<file path="src/rtl/stb_meas_pkg.sv">
// Shared types for the stb_gen measurement sequencer.
package stb_meas_pkg;

  typedef enum logic [3:0] {
    IDLE, RST_GEN, ARM, WAIT_RDY, ACC, EVAL, RETRY, RUN, FAIL
  } stb_meas_state_e;

  typedef enum logic [1:0] {
    FC_NONE, FC_ERR, FC_TIMEOUT, FC_SPREAD
  } fail_code_e;

endpackage

</file>
<file path="src/rtl/stb_meas_acc.sv">
// Period accumulator: running sum, min and max of one detection set,
// with shifted average and max-min spread.
module stb_meas_acc #(
  parameter int W    = 32,
  parameter int MAXL = 4,
  parameter int LW   = 3
) (
  input  logic          clk,
  input  logic          rst_n,
  input  logic          clr,
  input  logic          add,
  input  logic [W-1:0]  din,
  input  logic [LW-1:0] shift,
  output logic [W-1:0]  avg,
  output logic [W-1:0]  spread
);

  localparam int SW = W + MAXL;

  logic [SW-1:0] sum;
  logic [W-1:0]  min_v;
  logic [W-1:0]  max_v;

  always_ff @(posedge clk or negedge rst_n) begin
    if (!rst_n) begin
      sum   <= '0;
      min_v <= '1;
      max_v <= '0;
    end else if (clr) begin
      sum   <= '0;
      min_v <= '1;
      max_v <= '0;
    end else if (add) begin
      sum <= sum + SW'(din);
      if (din < min_v) min_v <= din;
      if (din > max_v) max_v <= din;
    end
  end

  // Shift never exceeds MAXL, so the quotient always fits in W bits.
  assign avg    = W'(sum >> shift);
  assign spread = max_v - min_v;

endmodule

</file>
<file path="src/rtl/stb_meas_ctrl.sv">
// Sequencer for one stb_gen: reset, N detections, average with spread check,
// retry on error/timeout/spread, then enable the strobe output.
module stb_meas_ctrl
  import stb_meas_pkg::*;
#(
  parameter int T_CNT_WIDTH  = 32,
  parameter int MAX_AVG_LOG2 = 4,
  parameter int MAX_RETRY    = 3,
  parameter int TIMEOUT_W    = 24,
  parameter int RST_CYCLES   = 2
) (
  input  logic                              clk_i,
  input  logic                              arst_ni,
  input  logic                              start_i,
  input  logic                              abort_i,
  input  logic [$clog2(MAX_AVG_LOG2+1)-1:0] avg_log2_i,
  input  logic [T_CNT_WIDTH-1:0]            tol_i,
  input  logic [TIMEOUT_W-1:0]              timeout_i,
  output logic                              busy_o,
  output logic                              done_o,
  output logic                              fail_o,
  output logic [1:0]                        fail_code_o,
  output logic [T_CNT_WIDTH-1:0]            period_o,
  output logic [T_CNT_WIDTH-1:0]            spread_o,
  output logic [1:0]                        retry_cnt_o,
  output logic                              stbgen_arst_o,
  output logic                              stbgen_run_det_o,
  output logic                              stbgen_oe_o,
  input  logic                              stbgen_rdy_i,
  input  logic                              stbgen_err_i,
  input  logic [T_CNT_WIDTH-1:0]            stbgen_period_i
);

  localparam int AW = $clog2(MAX_AVG_LOG2 + 1);
  localparam int NW = MAX_AVG_LOG2 + 1;
  localparam int RW = (RST_CYCLES > 1) ? $clog2(RST_CYCLES) : 1;

  stb_meas_state_e        state, nxt;
  fail_code_e             code_nxt;
  logic                   load_code;
  logic                   accept;
  logic [AW-1:0]          avg_q;
  logic [T_CNT_WIDTH-1:0] tol_q;
  logic [TIMEOUT_W-1:0]   timeout_q;
  logic [TIMEOUT_W-1:0]   wd;
  logic                   seen_low;
  logic [NW-1:0]          n;
  logic [NW-1:0]          n_tgt;
  logic [RW-1:0]          rst_cnt;
  logic [T_CNT_WIDTH-1:0] avg;
  logic [T_CNT_WIDTH-1:0] spread;

  assign n_tgt = (NW'(1) << avg_q) - NW'(1);

  stb_meas_acc #(
    .W   (T_CNT_WIDTH),
    .MAXL(MAX_AVG_LOG2),
    .LW  (AW)
  ) u_acc (
    .clk   (clk_i),
    .rst_n (arst_ni),
    .clr   (state == RST_GEN),
    .add   (state == ACC),
    .din   (stbgen_period_i),
    .shift (avg_q),
    .avg   (avg),
    .spread(spread)
  );

  always_comb begin
    nxt       = state;
    code_nxt  = FC_NONE;
    load_code = 1'b0;
    accept    = 1'b0;
    if (abort_i) begin
      nxt = IDLE;
    end else begin
      case (state)
        IDLE: if (start_i) begin
          accept = 1'b1; load_code = 1'b1; nxt = RST_GEN;
        end
        RST_GEN: if (rst_cnt == RW'(RST_CYCLES - 1)) nxt = ARM;
        ARM: nxt = WAIT_RDY;
        WAIT_RDY: begin
          // Ready is only trusted after a low phase: a stale high from the
          // previous detection must not be taken as a new result.
          if (stbgen_err_i) begin
            nxt = RETRY; code_nxt = FC_ERR; load_code = 1'b1;
          end else if (timeout_q != '0 && wd == timeout_q) begin
            nxt = RETRY; code_nxt = FC_TIMEOUT; load_code = 1'b1;
          end else if (stbgen_rdy_i && seen_low) begin
            nxt = ACC;
          end
        end
        ACC: nxt = (n == n_tgt) ? EVAL : ARM;
        EVAL: if (spread > tol_q) begin
          nxt = RETRY; code_nxt = FC_SPREAD; load_code = 1'b1;
        end else begin
          nxt = RUN;
        end
        RETRY: nxt = (retry_cnt_o == 2'(MAX_RETRY)) ? FAIL : RST_GEN;
        RUN: if (stbgen_err_i) begin
          nxt = FAIL; code_nxt = FC_ERR; load_code = 1'b1;
        end else if (start_i) begin
          accept = 1'b1; load_code = 1'b1; nxt = RST_GEN;
        end
        FAIL: if (start_i) begin
          accept = 1'b1; load_code = 1'b1; nxt = RST_GEN;
        end
        default: nxt = IDLE;
      endcase
    end
  end

  always_ff @(posedge clk_i or negedge arst_ni) begin
    if (!arst_ni) begin
      state            <= IDLE;
      avg_q            <= '0;
      tol_q            <= '0;
      timeout_q        <= '0;
      wd               <= '0;
      seen_low         <= 1'b0;
      n                <= '0;
      rst_cnt          <= '0;
      busy_o           <= 1'b0;
      done_o           <= 1'b0;
      fail_o           <= 1'b0;
      fail_code_o      <= '0;
      period_o         <= '0;
      spread_o         <= '0;
      retry_cnt_o      <= '0;
      stbgen_arst_o    <= 1'b0;
      stbgen_run_det_o <= 1'b0;
      stbgen_oe_o      <= 1'b0;
    end else begin
      state <= nxt;
      if (load_code) fail_code_o <= code_nxt;
      if (accept) begin
        avg_q       <= (avg_log2_i > AW'(MAX_AVG_LOG2)) ? AW'(MAX_AVG_LOG2) : avg_log2_i;
        tol_q       <= tol_i;
        timeout_q   <= timeout_i;
        retry_cnt_o <= '0;
      end else if (state == RETRY && nxt == RST_GEN) begin
        retry_cnt_o <= retry_cnt_o + 2'd1;
      end
      rst_cnt <= (state == RST_GEN) ? rst_cnt + RW'(1) : '0;
      if (state == ARM) begin
        seen_low <= 1'b0;
        wd       <= '0;
      end else if (state == WAIT_RDY) begin
        if (!stbgen_rdy_i) seen_low <= 1'b1;
        if (wd != '1) wd <= wd + TIMEOUT_W'(1);
      end
      if (state == RST_GEN) n <= '0;
      else if (state == ACC) n <= n + NW'(1);
      if (state == EVAL) begin
        spread_o <= spread;
        if (nxt == RUN) period_o <= avg;
      end
      // Outputs are registered from the next state so they align with it.
      busy_o           <= !(nxt inside {IDLE, RUN, FAIL});
      done_o           <= (state == EVAL) && (nxt == RUN);
      fail_o           <= (nxt == FAIL);
      stbgen_arst_o    <= (nxt == RST_GEN);
      stbgen_run_det_o <= (nxt == ARM);
      stbgen_oe_o      <= (nxt == RUN);
    end
  end

endmodule

</file>
<file path="config.mk">
export PLATFORM = sky130hd
export DESIGN_NAME = stb_meas_ctrl
export DESIGN_NICKNAME = d
export VERILOG_FILES = /design/src/rtl/stb_meas_pkg.sv /design/src/rtl/stb_meas_acc.sv /design/src/rtl/stb_meas_ctrl.sv
export SDC_FILE = /design/constraint.sdc
export NUM_CORES = 1
export LEC_CHECK = 0
export CAP_MARGIN = 25
export CORE_ASPECT_RATIO = 1.25
export CORE_MARGIN = 4
export CORE_UTILIZATION = 40
export CTS_CLUSTER_SIZE = 16
export DETAILED_ROUTE_END_ITERATION = 7
export SLEW_MARGIN = 40
export SYNTH_ARGS = -nofsm -noshare
export SYNTH_HDL_FRONTEND = slang
export SYNTH_SLANG_ARGS = --single-unit
</file>
<file path="constraint.sdc">
create_clock -name clk_i -period 5.1 [get_ports clk_i]
set_clock_uncertainty 0.05 [all_clocks]
set_input_delay 1.02 -clock clk_i [delete_from_list [all_inputs] [get_ports clk_i]]
set_output_delay 1.02 -clock clk_i [all_outputs]
set_load 0.03 [all_outputs]
</file>
After elaboration in Yosys (flattened, before gate mapping)
Cells that the tools add are included.
{"block": "totals", "reg_bits": 268, "wordCells": 119}
{"block": "op_classes", "add_sub_neg": 7, "order_cmp": 4, "eq_ne": 17, "shift": 2, "mux": 47, "n_reduce_logical": 21}
{"op": "$mux 32", "count": 6}
{"op": "$mux 24", "count": 3}
{"op": "$mux 36", "count": 2}
{"op": "$gt 32x32->1", "count": 2}
{"op": "$add 36x32->36", "count": 1}
{"op": "$shr 36x3->32", "count": 1}
{"op": "$lt 32x32->1", "count": 1}
{"op": "$mux 4", "count": 8}
{"op": "$pmux 4 s8", "count": 1}
{"op": "$sub 32x32->32", "count": 1}
{"op": "$add 24x1->24 const B", "count": 1}
{"op": "$eq 24x24->1", "count": 1}
{"op": "$ne 24x24->1 const B", "count": 1}
{"op": "$reduce_bool 24->1", "count": 1}
{"op": "$eq 4x3->1 const B", "count": 5}
{"op": "$mux 1", "count": 14}
{"op": "$eq 4x2->1 const B", "count": 3}
{"op": "$mux 2", "count": 6}
{"op": "$reduce_bool 2->1", "count": 6}
{"op": "$mux 5", "count": 2}
{"op": "$reduce_and 2->1", "count": 5}
{"op": "$eq 4x1->1 const B", "count": 2}
{"op": "$eq 4x4->1 const B", "count": 2}
{"op": "$logic_not 4->1", "count": 2}
{"op": "other kinds (17)", "count": 21}

Longest topological paths before layout
Gate-level depths: netlist of run 1.
{"block": "depth", "word_depth": 10, "mapped_depth": 23, "depth_no_buf": 22}

Cells and area by module
A second synthesis of run 1 with hierarchy kept.
{"block": "hier_totals", "hier_cells": 2015, "hier_area_um2": 19199.7}
{"mod": "stb_meas_acc", "instances": 1, "cells_each": 1334, "area_per_inst_um2": 11068.1, "seq_area_each_um2": 2542.4}
{"mod": "stb_meas_ctrl", "instances": 1, "cells_each": 681, "area_per_inst_um2": 8131.5, "seq_area_each_um2": 4204.0}

Worst setup path after synthesis of run 1
OpenSTA, ideal clock, no wires.
{"block": "synth_timing", "path_type": "reg-to-reg", "from": "reg u_acc.min_v[12]", "to": "reg period_o[10]", "arrival_time_ns": 4.604, "slack_ns": 0.321, "stages_incl_launch_ff": 22, "synth_period_minus_slack_ns": 4.779, "path_cell_list": "dfstp_2 > inv_1 > ha_1 > a21o_1 > a21o_1 > a211o_1 > o2bb2ai_1 > o31ai_1 > a21oi_1 > o21ai_0 > and3_1 > nor2_1 > ha_1 > nand4_1 > nor4_1 > nand3_1 > a22oi_1 > a21boi_1 > a211o_4 > nand3_4 > buf_12 > mux2_4"}
{"block": "synth_via", "elab_chain_len": 7}
{"item": "start, declared", "line_no": "stb_meas_acc.sv:21", "text": "logic [W-1:0] min_v;"}
{"item": "start signal, assigned", "line_no": "stb_meas_acc.sv:35", "text": "if (din < min_v) min_v <= din;"}
{"item": "$sub 32x32->32", "line_no": "stb_meas_acc.sv:42", "text": "assign spread = max_v - min_v;"}
{"item": "via spread[29]", "line_no": "stb_meas_ctrl.sv:51", "text": "logic [T_CNT_WIDTH-1:0] spread;"}
{"item": "$gt 32x32->1", "line_no": "stb_meas_ctrl.sv:96", "text": "EVAL: if (spread > tol_q) begin"}
{"item": "$mux 1", "line_no": "stb_meas_ctrl.sv:96"}
{"item": "$pmux 4 s8", "line_no": "stb_meas_ctrl.sv:78", "text": "case (state)"}
{"item": "$mux 4", "line_no": "stb_meas_ctrl.sv:75", "text": "if (abort_i) begin"}
{"item": "$eq 4x3->1", "line_no": "stb_meas_ctrl.sv:158", "text": "if (nxt == RUN) period_o <= avg;"}
{"item": "$reduce_and 2->1 (no line)"}
{"item": "end signal, assigned", "line_no": "stb_meas_ctrl.sv:158"}
{"item": "end, declared", "line_no": "stb_meas_ctrl.sv:23", "text": "output logic [T_CNT_WIDTH-1:0] period_o,"}
The timed path passes the listed nets, and every way through them passes these cells.
A chain may end at the register's enable or synchronous reset.

Worst setup path after layout of run 1
{"block": "layout_timing", "from": "reg u_acc.min_v[5]", "to": "reg period_o[29]"}
The elaborated chain is that of the path after synthesis.

==> results of run 1 <==
-- layer usage --
| layer | global-route usage [%] | part of all wire, % |
|---|---|---|
| met1 | 27.2 | 44 |
| met2 | 34.5 | 49 |
| met3 | 2.41 | 4.3 |
| met4 | 6.69 | 3.0 |
| met5 | 0 | 0 |
-- cell usage after synthesis, types with 22 or more instances --
library cell	n
a21o_1	58
a21oi_1	128
clkbuf_1	43
dfrtp_1	236
dfstp_2	32
ha_1	162
inv_1	125
mux2_2	134
mux2_4	28
mux2i_1	22
nand2_1	126
nand3_1	33
nand4_1	33
nor2_1	140
nor3_1	59
o21ai_0	110
xnor2_1	51
xor2_1	53
-- flip-flops by register name, summed over array words and instances (netlist names) --
name	flops
n	5
retry_cnt_o	2
period_o	32
wd	24
fail_o	1
state	4
u_acc.sum	36
rst_cnt	1
stbgen_oe_o	1
stbgen_run_det_o	1
seen_low	1
avg_q	3
done_o	1
spread_o	32
tol_q	32
u_acc.max_v	32
fail_code_o	2
timeout_q	24
busy_o	1
u_acc.min_v	32
stbgen_arst_o	1
-- power by group --
part           internal, mW  switching, mW
Clock                  1.32          0.934
Combinational         0.744          0.871
Sequential             2.36          0.205
-- stage by stage --
step	utilization, %	setup slack (ns)	std cells	cell area [um^2]
3_3_place_gp	46.5	-0.0991	2626	21000
5_1_grt	50.1	-0.231	2702	22600
6_report	50.1	0.000453	2702	22600
3_5_place_dp	46.7	-0.155	2629	21100
4_1_cts	49.3	0.0127	2691	22300
2_1_floorplan	-	0.321	1866	18300
-- cells in the final DEF (no fill, tap or decap), types with 33 or more instances in the layout --
master           netlist  layout
xor2_1                53      52
nor2_1               140     137
a21oi_1              128     118
o21ai_0              110     105
mux2_2               134     131
dfrtp_1              236     235
nor3_1                59      56
buf_4                  4      90
xnor2_1               51      49
nand2_1              126     126
ha_1                 162     154
nand4_1               33      33
clkdlybuf4s50_1        0     169
inv_1                125     122
clkbuf_16              0      33
a21o_1                58      58
-- area by class of cell --
class	instances	area, um^2
timing repair buffer	271	2640
tap	578	723
fill	4130	22500
clock buffer	41	853
multi-input combinational	1399	11000
antenna	2	5.00
clock inverter	17	169
sequential	268	6750
inverter	126	473
-- cells by family (layout without fill, tap and decap cells) --
kind of cell / Yosys count / after routing / share of synthesized area [%]
compound gates: 429 / 429 / 14.7
xor+xnor: 104 / 104 / 4.98
buf+inv: 199 / 455 / 4.80
simple gates: 498 / 498 / 13.2
mux: 204 / 204 / 14.1
fa+ha+maj: 164 / 164 / 11.3
flops: 268 / 268 / 36.9
other cells: 0 / 2 / 0
-- path summary, 6_finish.rpt --
kind | from | endpoint | slack, ns | depth (start not counted)
max in group asynchronous | arst_ni | u_acc.min_v[10] | 3.43 | 3
worst max-delay path | u_acc.min_v[5] | period_o[29] | 0.0005 | 20
worst max register to register | u_acc.min_v[5] | period_o[29] | 0.0005 | 20
worst min-delay path | arst_ni | timeout_q[1] | 0.31 | 1
worst min register to register | rst_cnt | rst_cnt | 0.42 | 1
min in group clk_i | rst_cnt | rst_cnt | 0.42 | 1
-- timing repair --
| item | in CTS | in global routing |
|---|---|---|
| setup buffers | 2 | 8 |
| setup endpoints to repair | 33 | 39 |
| cloned | 2 | 2 |
| hold endpoints to repair | 0 | 0 |
| pin swaps | 9 | 33 |
| gates resized for setup | 19 | 49 |
==> run_results.csv, run 1 <==
group,metric,value,unit
clock_tree,cts.sinks,268,
grt,grt_pass1_vias,15200,
worst_setup_path,cp_data_arrival_time,5.52,ns
grt,grt_overflow,0,
grt,antenna_found_initial,2,
logic_synthesis,synth-edff-count,0,
worst_setup_path,critPathCaptureType,"register",
run,cap_viol_max_count,0,
route,drt_iter0_markers,724,
route,drtPass1Iterations,5,
sta,finalHoldViolCount,0,
logic_synthesis,synth_nets,2127,
route,via_per_inst,5.50,
clock_tree,hold_buffers,0,
sta,rsz0062_at_grt,"true",
power,p_per_area,284,mW/mm^2
logic_synthesis,synth_top_area_share,32.3,%
sta,fmax,0.196,GHz
clock_tree,clk_latency,0.58,ns
worst_setup_path,slowest_delay,0.53,ns
worst_setup_path,cp.buffers_inverters,2,
power,finalPower,6.44,mW
worst_setup_path,worst_setup_path_start_kind,"register",
die,core,0.0452,mm^2
route,wl_per_cell,19.2,um
placed_design,port_buffers,170,
clock_tree,h-tree-depth,1,
grt,grt_pass1_wl,81700,um
clock_tree,cts_buffer_depth,3,
logic_synthesis,async_flop_share,100,%
die,dieArea,0.0493,mm^2
worst_setup_path,critical_path_peak_fanout,6,
sta,setup-tns-final,0,ns
worst_setup_path,critPathSlowestCell,"dfstp_2",
sta,slew_headroom,49.4,%
cells_and_area,syn_to_final_growth,23.7,%
min_path,hp-class,"primary input to async pin",
grt,grt_max_degree,81,
route,wl,51900,um
worst_setup_path,crit_chain,"inv_1, ha_4, a21o_1, or3_1, o21bai_1, a31o_2, o211a_1, o21ai_4, o31ai_4, xnor2_2, ha_1, nand4_1, or3_4, o21ai_2, a22oi_2, a21boi_4, a211o_4, nand3_4, clkbuf_16, mux2_4",
route,drc,0,
die,core.rowCount,87,
clock_tree,cts_tree,"yes",
placed_design,hpwl,38400,um
sta,maxSlewViolCount,0,
logic_synthesis,syn_inst,1866,
sta,fin_crit_sh,100,%
logic_synthesis,synthTopCellsByArea,"dfrtp_1 32%, ha_1 11%, mux2_2 8.2%",
power,p_leak,11.0,nW
power,ir_worst_vdd,0.229,mV
worst_setup_path,critical_path_class,"register to register",
logic_synthesis,synthFlopType,"dfrtp_1",
placed_design,gp_congestion,0.896,
die,die_w,199,um
sta,setup_viol,0,
sta,finalCriticalPeriod,5.10,ns
clock_tree,cts_made_buffers,31,
route,drtAntennaViolNets,0,
clock_tree,clk_pin_slew,0.06,ns
logic_synthesis,synth_seq_area_share,36.9,%
logic_synthesis,syn_area_per_cell,9.81,um^2
logic_synthesis,ys_types,91,
grt,track_usage,20.4,%
logic_synthesis,synth_seq_cells,268,
sta,holdWs,0.314,ns
die,die_h,247,um
die,ioPinCount,171,
logic_synthesis,synth_area_leader_cell,"dfrtp_1",
worst_setup_path,cp_top_family,"compound AO/OA/AOI/OAI gates",
cells_and_area,fin_nets,2358,
worst_setup_path,crit_required,5.52,ns
cells_and_area,drive_above_1_share,20.7,%
route,num_vias,14800,
logic_synthesis,ys_warn_count,0,
sta,tightest_slew,0.757,ns
die,start_util,40.5,%
logic_synthesis,netlist_area,0.0183,mm^2
clock_tree,clock-root-buffer,"clkbuf_16",
outcome,status,"complete, no violations",
Note: power is estimated with default switching activity, not from simulation.
==> inputs of run 2 (changes only) <==
Settings changed: SYNTH_HIERARCHICAL from default to 1.
==> run 2 against run 1 <==
Against the previous run: worst hold slack better by 0.020 ns; power rose by 10%; synthesized cell count rose by 8.0%; non-clock buffer count decreased by 77; combinational power up 24%; critical endpoint is now period_o[1]; critical path type unchanged; clock-buffer cell count decreased by 2; global-route usage decreased by 1.5 points; critical path depth did not move.
==> run_results.csv, run 2 <==
group,metric,value,unit
power,p_sw,2.29,mW
grt,antenna_found_initial,3,
power,seq_power_share,38.2,%
sta,rsz0062_at_grt,"false",
logic_synthesis,synth_xor_area_share,4.11,%
sta,maxSlewViolCount,0,
placed_design,port_buffers,170,
die,ioPinCount,171,
logic_synthesis,synthFlopType,"dfrtp_1",
cells_and_area,regMostFlops,"u_acc/sum",
power,p_per_area,312,mW/mm^2
logic_synthesis,ys_types,95,
die,start_util,40.6,%
grt,grt_max_degree,91,
logic_synthesis,synth_top_family_by_area,"simple AND/OR/NAND/NOR gates",
placed_design,dp.cells,2749,
sta,finalHoldViolCount,0,
grt,grt_pass1_wl,81100,um
sta,setup-tns-final,0,ns
cells_and_area,final_area,0.0228,mm^2
grt,gr-usage-met3,2.09,%
power,clock_power_share,33.7,%
clock_tree,h-tree-depth,1,
clock_tree,clk_pin_slew,0.07,ns
logic_synthesis,netlist_area,0.0192,mm^2
placed_design,gp_congestion,0.898,
route,drc,0,
route,wl,50100,um
grt,track_usage,18.9,%
logic_synthesis,synth-compound-area-share,13.9,%
min_path,hp-class,"primary input to async pin",
sta,finalCriticalPeriod,4.85,ns
die,die_w,204,um
cells_and_area,instances_no_fill,2809,
outcome,status,"complete, no violations",
logic_synthesis,synth_seq_area_share,35.1,%
logic_synthesis,yosys.area_share.simple,15.8,%
cells_and_area,layout_common_cells,"235 x dfrtp_1, 192 x nor2_1, 169 x clkdlybuf4s50_1",
power,p_int,4.80,mW
logic_synthesis,synth-edff-count,0,
worst_setup_path,critPathSlowestCell,"fa_1",
grt,met1_usage,26.2,%
cells_and_area,drive_above_1_share,14.1,%
cells_and_area,multi_input_area,0.0116,mm^2
die,core.rowCount,89,
cells_and_area,fillers,4395,
grt,grt_pass1_vias,15400,
worst_setup_path,critical_path_class,"register to register",
worst_setup_path,rrSetupSlack,0.25,ns
cells_and_area,final_common_cell,"dfrtp_1",
cells_and_area,post-route-util,48.1,%
clock_tree,clk_latency,0.57,ns
worst_setup_path,crit_required,5.50,ns
logic_synthesis,ys_warn_count,6,
cells_and_area,regArea,0.00675,mm^2
cells_and_area,syn_to_final_growth,18.6,%
power,netSwitchingFraction,32.3,%
logic_synthesis,synth_nets,2275,
logic_synthesis,ys_top_cells_by_count,"236 x dfrtp_1, 193 x nor2_1, 161 x ha_1, 142 x mux2_2, 129 x inv_1",
clock_tree,clock-root-buffer,"clkbuf_16",
worst_setup_path,critPathCaptureType,"register",
cells_and_area,fin_nets,2407,
cells_and_area,largest_reg_flops,36,
route,drtAntennaViolNets,0,
die,die_h,253,um
route,drtPass1Iterations,5,
power,p_leak,10.5,nW
route,drt_iter0_markers,782,
sta,slew_headroom,46.6,%
placed_design,hpwl,38000,um
sta,tightest_slew,0.801,ns
logic_synthesis,async_flop_share,100,%
logic_synthesis,synth_seq_cells,268,
worst_setup_path,worst_setup_path_start_kind,"register",
route,wl_per_cell,17.8,um
sta,fmax,0.206,GHz
die,core,0.0473,mm^2
clock_tree,hold_buffers,0,
worst_setup_path,crit_chain,"inv_1, ha_1, fa_1, nand2b_1, a21oi_2, o21ai_1, o211a_1, a311oi_2, buf_4, a41oi_1, xnor2_1, ha_1, nand4_1, nor3_1, a22o_1, o31a_1, nor3_4, buf_12, buf_12, mux2_2",
logic_synthesis,yosysMostFrequentCell,"dfrtp_1",
worst_setup_path,cp.buffers_inverters,4,
grt,busiest_layer,"met2",
logic_synthesis,synthMuxAreaShare,15.6,%
grt,grt_overflow,0,
worst_setup_path,cp_data_arrival_time,5.25,ns
logic_synthesis,syn_inst,2015,
clock_tree,cts_buffer_depth,3,
logic_synthesis,syn_area_per_cell,9.53,um^2
route,via_per_inst,5.43,
grt,grt_use_met2,31.7,%
worst_setup_path,critical_path_peak_fanout,30,
sta,fin_crit_sh,95.2,%
power,pwr-share-comb,28.1,%
worst_setup_path,cp_top_family,"compound AO/OA/AOI/OAI gates",
placed_design,place_area,0.0216,mm^2
logic_synthesis,synth-adder-area-share,10.7,%
clock_tree,cts_tree,"yes",
run,cap_viol_max_count,0,
clock_tree,cts.sinks,268,
worst_setup_path,slowest_delay,0.41,ns
logic_synthesis,synth_area_leader_cell,"dfrtp_1",
logic_synthesis,synth_top_area_share,30.8,%
die,dieArea,0.0516,mm^2
logic_synthesis,synthTopCellsByArea,"dfrtp_1 31%, ha_1 10%, mux2_2 8.3%",
power,ir_worst_vdd,0.244,mV
clock_tree,cts_made_buffers,31,
route,num_vias,15300,
sta,setup_viol,0,
-- run 2: changes by cell type after synthesis, sizes merged, moves of 18 or more --
cell / change
nand2b: +68
o21ai: -39
mux2i: +79
nor2: +53
mux2: -18
nand2: -30
clkbuf: +18
nor3: -24
-- run 2: worst reg2reg max path, stage by stage (launching register included) --
cell,delay [ns]
dfrtp_1,0.38
inv_1,0.05
ha_1,0.21
fa_1,0.41
nand2b_1,0.20
a21oi_2,0.21
o21ai_1,0.12
o211a_1,0.20
a311oi_2,0.29
buf_4,0.19
a41oi_1,0.14
xnor2_1,0.29
ha_1,0.28
nand4_1,0.14
nor3_1,0.07
a22o_1,0.21
o31a_1,0.31
nor3_4,0.23
buf_12,0.16
buf_12,0.21
mux2_2,0.36
-- run 2: worst paths after layout --
check | from | end | cells after the start
worst min-delay path | arst_ni | u_acc/sum[0] | 1
min in group clk_i | rst_cnt | rst_cnt | 1
max in group asynchronous | arst_ni | spread_o[29] | 3
worst max register to register | u_acc/max_v[0] | period_o[1] | 20
worst min register to register | rst_cnt | rst_cnt | 1
worst max-delay path | u_acc/max_v[0] | period_o[1] | 20
-- run 2: power by group through the flow --
stage / registers [mW] / clock network, mW / logic [mW]
after global routing: 2.76 / 2.54 / 2.22
after floorplan: 2.72 / 0 / 1.38
final: 2.71 / 2.39 / 1.99
after global placement: 2.74 / 0 / 1.95
after CTS: 2.72 / 2.47 / 2.00
after detailed placement: 2.75 / 0 / 1.99
-- run 2: per-stage QoR --
stage	setup slack [ns]	hold slack [ns]	total power [mW]
3_5_place_dp	0.184	0.419	4.74
5_1_grt	0.00804	0.351	7.53
2_1_floorplan	0.685	0.377	4.10
4_1_cts	0.153	0.338	7.19
6_report	0.247	0.334	7.10
3_3_place_gp	0.269	0.394	4.69
-- run 2: logic make-up (layout without fill, tap and decap cells) --
| kind of cell | after synthesis | count (layout) |
|---|---|---|
| and+or+nand+nor | 597 | 597 |
| AOI/OAI and AO/OA | 407 | 407 |
| DFF | 268 | 268 |
| muxes | 264 | 264 |
| buffers and inverters | 226 | 381 |
| adders and majority gates | 163 | 163 |
| xor gates and xnor gates | 90 | 90 |
| other | 0 | 2 |
-- run 2: final cells by class --
| class | count | share of cell area (%) |
|---|---|---|
| repair buffers | 194 | 8.72 |
| multi-input cells | 1521 | 51.1 |
| diodes | 2 | 0.0220 |
| clock buffers | 39 | 3.89 |
| well taps | 637 | 3.50 |
| inverters | 131 | 2.16 |
| flip-flops and latches | 268 | 29.6 |
| clock inverters | 17 | 0.978 |
-- run 2: repair_timing --
| action | in CTS | in global routing |
|---|---|---|
| setup buffers | 0 | 1 |
| setup endpoints to repair | 0 | 31 |
| resized for setup | 0 | 7 |
-- run 2: routing by layer --
layer	up-vias	share of wire [%]	wire [um]
li1	7496	-	-
met1	7388	47	23700
met2	307	47	23400
met3	67	3.9	1940
met4	2	2.1	1060
met5	-	0.026	13
==> inputs of run 3 (changes only) <==
Settings changed: CORE_MARGIN 4 to 2.
==> run 3 against run 2 <==
Against the previous run: maximum frequency rose by 0.76%; worst hold slack got worse by 0.059 ns; register-to-register slack gained 0.04 ns; setup slack improved by 0.036 ns; global-route usage grew 1.6 points; sequential share of layout area shrank 0.73 points; via count increased by 1.6%.
==> run_results.csv, run 3 (synthesis gave the netlist of run 2 again) <==
group,metric,value,unit
placed_design,place_area,0.0220,mm^2
sta,slew_headroom,51.9,%
sta,finalCriticalPeriod,4.82,ns
cells_and_area,instances_no_fill,2880,
clock_tree,cts_tree,"yes",
sta,tightest_slew,0.703,ns
cells_and_area,layout_common_cells,"235 x dfrtp_1, 192 x nor2_1, 169 x clkdlybuf4s50_1",
min_path,hp-class,"primary input to async pin",
sta,finalHoldViolCount,0,
sta,setup_viol,0,
worst_setup_path,setup.worst_path.end,"period_o[29]",
sta,maxSlewViolCount,0,
worst_setup_path,worst_setup_path_start_kind,"register",
clock_tree,h-tree-depth,2,
worst_setup_path,critical_path_peak_fanout,6,
worst_setup_path,reg2reg_from,"u_acc/min_v[6]",
cells_and_area,syn_to_final_growth,21.6,%
worst_setup_path,cp_common_cell,"buf_4",
grt,antenna_found_initial,3,
grt,track_usage,20.5,%
grt,grt_pass1_wl,82900,um
sta,fmax,0.208,GHz
power,ir_worst_vdd,0.232,mV
die,die_h,249,um
worst_setup_path,critPathSlowestCell,"dfstp_2",
worst_setup_path,reg2reg_depth,20,
die,start_util,40.6,%
route,drc,0,
power,p_leak,10.8,nW
clock_tree,clock-root-buffer,"clkbuf_16",
placed_design,gp_congestion,0.946,
route,drt_iter0_markers,849,
route,via_per_inst,5.38,
die,ioPinCount,171,
cells_and_area,drive_above_1_share,16.6,%
grt,grt_overflow,0,
die,dieArea,0.0498,mm^2
cells_and_area,fillers,4431,
power,p_per_area,315,mW/mm^2
run,cap_viol_max_count,0,
cells_and_area,fin_nets,2474,
worst_setup_path,rrSetupSlack,0.28,ns
die,core.rowCount,89,
placed_design,hpwl,38000,um
clock_tree,cts_made_buffers,34,
cells_and_area,regMostFlops,"u_acc/sum",
worst_setup_path,crit_chain,"inv_1, ha_1, a21o_1, or3_1, o21ai_1, buf_4, a311oi_4, o221a_2, nor2_1, a311oi_2, ha_1, nand4_1, nor4_2, nand2_1, o311a_1, nor3_4, buf_12, buf_4, buf_4, mux2_2",
worst_setup_path,critPathCaptureType,"register",
route,num_vias,15500,
clock_tree,clk_latency,0.54,ns
grt,grt_pass1_vias,15900,
outcome,status,"complete, no violations",
cells_and_area,final_common_cell,"dfrtp_1",
route,wl,50500,um
sta,rsz0062_at_grt,"false",
worst_setup_path,critical_path_class,"register to register",
worst_setup_path,r2r_end,"period_o[29]",
route,drtPass1Iterations,7,
grt,grt_max_degree,114,
worst_setup_path,slowest_delay,0.52,ns
cells_and_area,final_area,0.0233,mm^2
placed_design,dp.cells,2813,
clock_tree,cts_buffer_depth,3,
placed_design,port_buffers,170,
die,die_w,200,um
clock_tree,cts.sinks,268,
clock_tree,clk_pin_slew,0.06,ns
route,drtAntennaViolNets,0,
worst_setup_path,startpoint,"u_acc/min_v[6]",
cells_and_area,largest_reg_flops,36,
die,core,0.0473,mm^2
route,wl_per_cell,17.5,um
worst_setup_path,cp_data_arrival_time,5.19,ns
clock_tree,hold_buffers,0,
worst_setup_path,crit_required,5.47,ns
sta,fin_crit_sh,94.4,%
run 3: final cells by class:
| cell class | count | area [um^2] | area share, % |
|---|---|---|---|
| multi-input combinational | 1521 | 11600 | 49.8 |
| sequential | 268 | 6750 | 28.9 |
| timing repair buffer | 258 | 2460 | 10.5 |
| clock buffer | 44 | 938 | 4.02 |
| tap | 637 | 797 | 3.41 |
| inverter | 131 | 492 | 2.11 |
| clock inverter | 18 | 268 | 1.15 |
| antenna | 3 | 7.51 | 0.0322 |
run 3: where the power goes:
part | switching [mW] | internal, mW | total [mW]
clock network | 0.990 | 1.61 | 2.60
registers | 0.284 | 2.43 | 2.71
logic | 1.10 | 0.944 | 2.05
total | 2.38 | 4.99 | 7.36
run 3: per-layer routing:
metal	share of wire (%)	up-vias	global-route usage, %
met4	2.1	0	5.86
met3	4.3	68	3.47
met1	47	7516	28.0
li1	-	7620	-
met5	0	-	0
met2	47	298	33.3
run 3: through the flow:
| step | power (mW) | utilization (%) | hold slack, ns | setup TNS (ns) | setup slack (ns) |
|---|---|---|---|---|---|
| after floorplan | 4.10 | - | 0.377 | 0 | 0.685 |
| after global placement | 4.74 | 46.5 | 0.390 | -4.12 | -0.238 |
| after detailed placement | 4.79 | 46.6 | 0.401 | -1.01 | -0.0868 |
| after CTS | 7.45 | 49.2 | 0.410 | 0 | 0.0253 |
| after global routing | 7.80 | 49.3 | 0.260 | 0 | 0.00606 |
| final | 7.36 | 49.3 | 0.275 | 0 | 0.283 |
run 3: worst min path at each step:
stage | slack, ns | start | cells past startpoint | end
2_1_floorplan | 0.38 | rst_cnt | 1 | rst_cnt
3_3_place_gp | 0.39 | rst_cnt | 1 | rst_cnt
3_5_place_dp | 0.40 | rst_cnt | 1 | rst_cnt
4_1_cts | 0.41 | rst_cnt | 1 | rst_cnt
5_1_grt | 0.26 | arst_ni | 1 | u_acc/sum[8]
6_report | 0.28 | arst_ni | 1 | u_acc/sum[0]
run 3: critical path: cells and delay by family, from the launching register on:
family          cells  cell delay, ns
compound gates      6            1.11
fa+ha+maj           2            0.67
buf+inv             5            0.64
flops               1            0.52
mux                 1            0.33
simple gates        6            1.36
run 3: what timing repair did:
action                                  CTS  global route
setup buffers                             2             0
gates resized for setup                   0             7
endpoints found under the setup margin   13            38
pin swaps                                 1             2
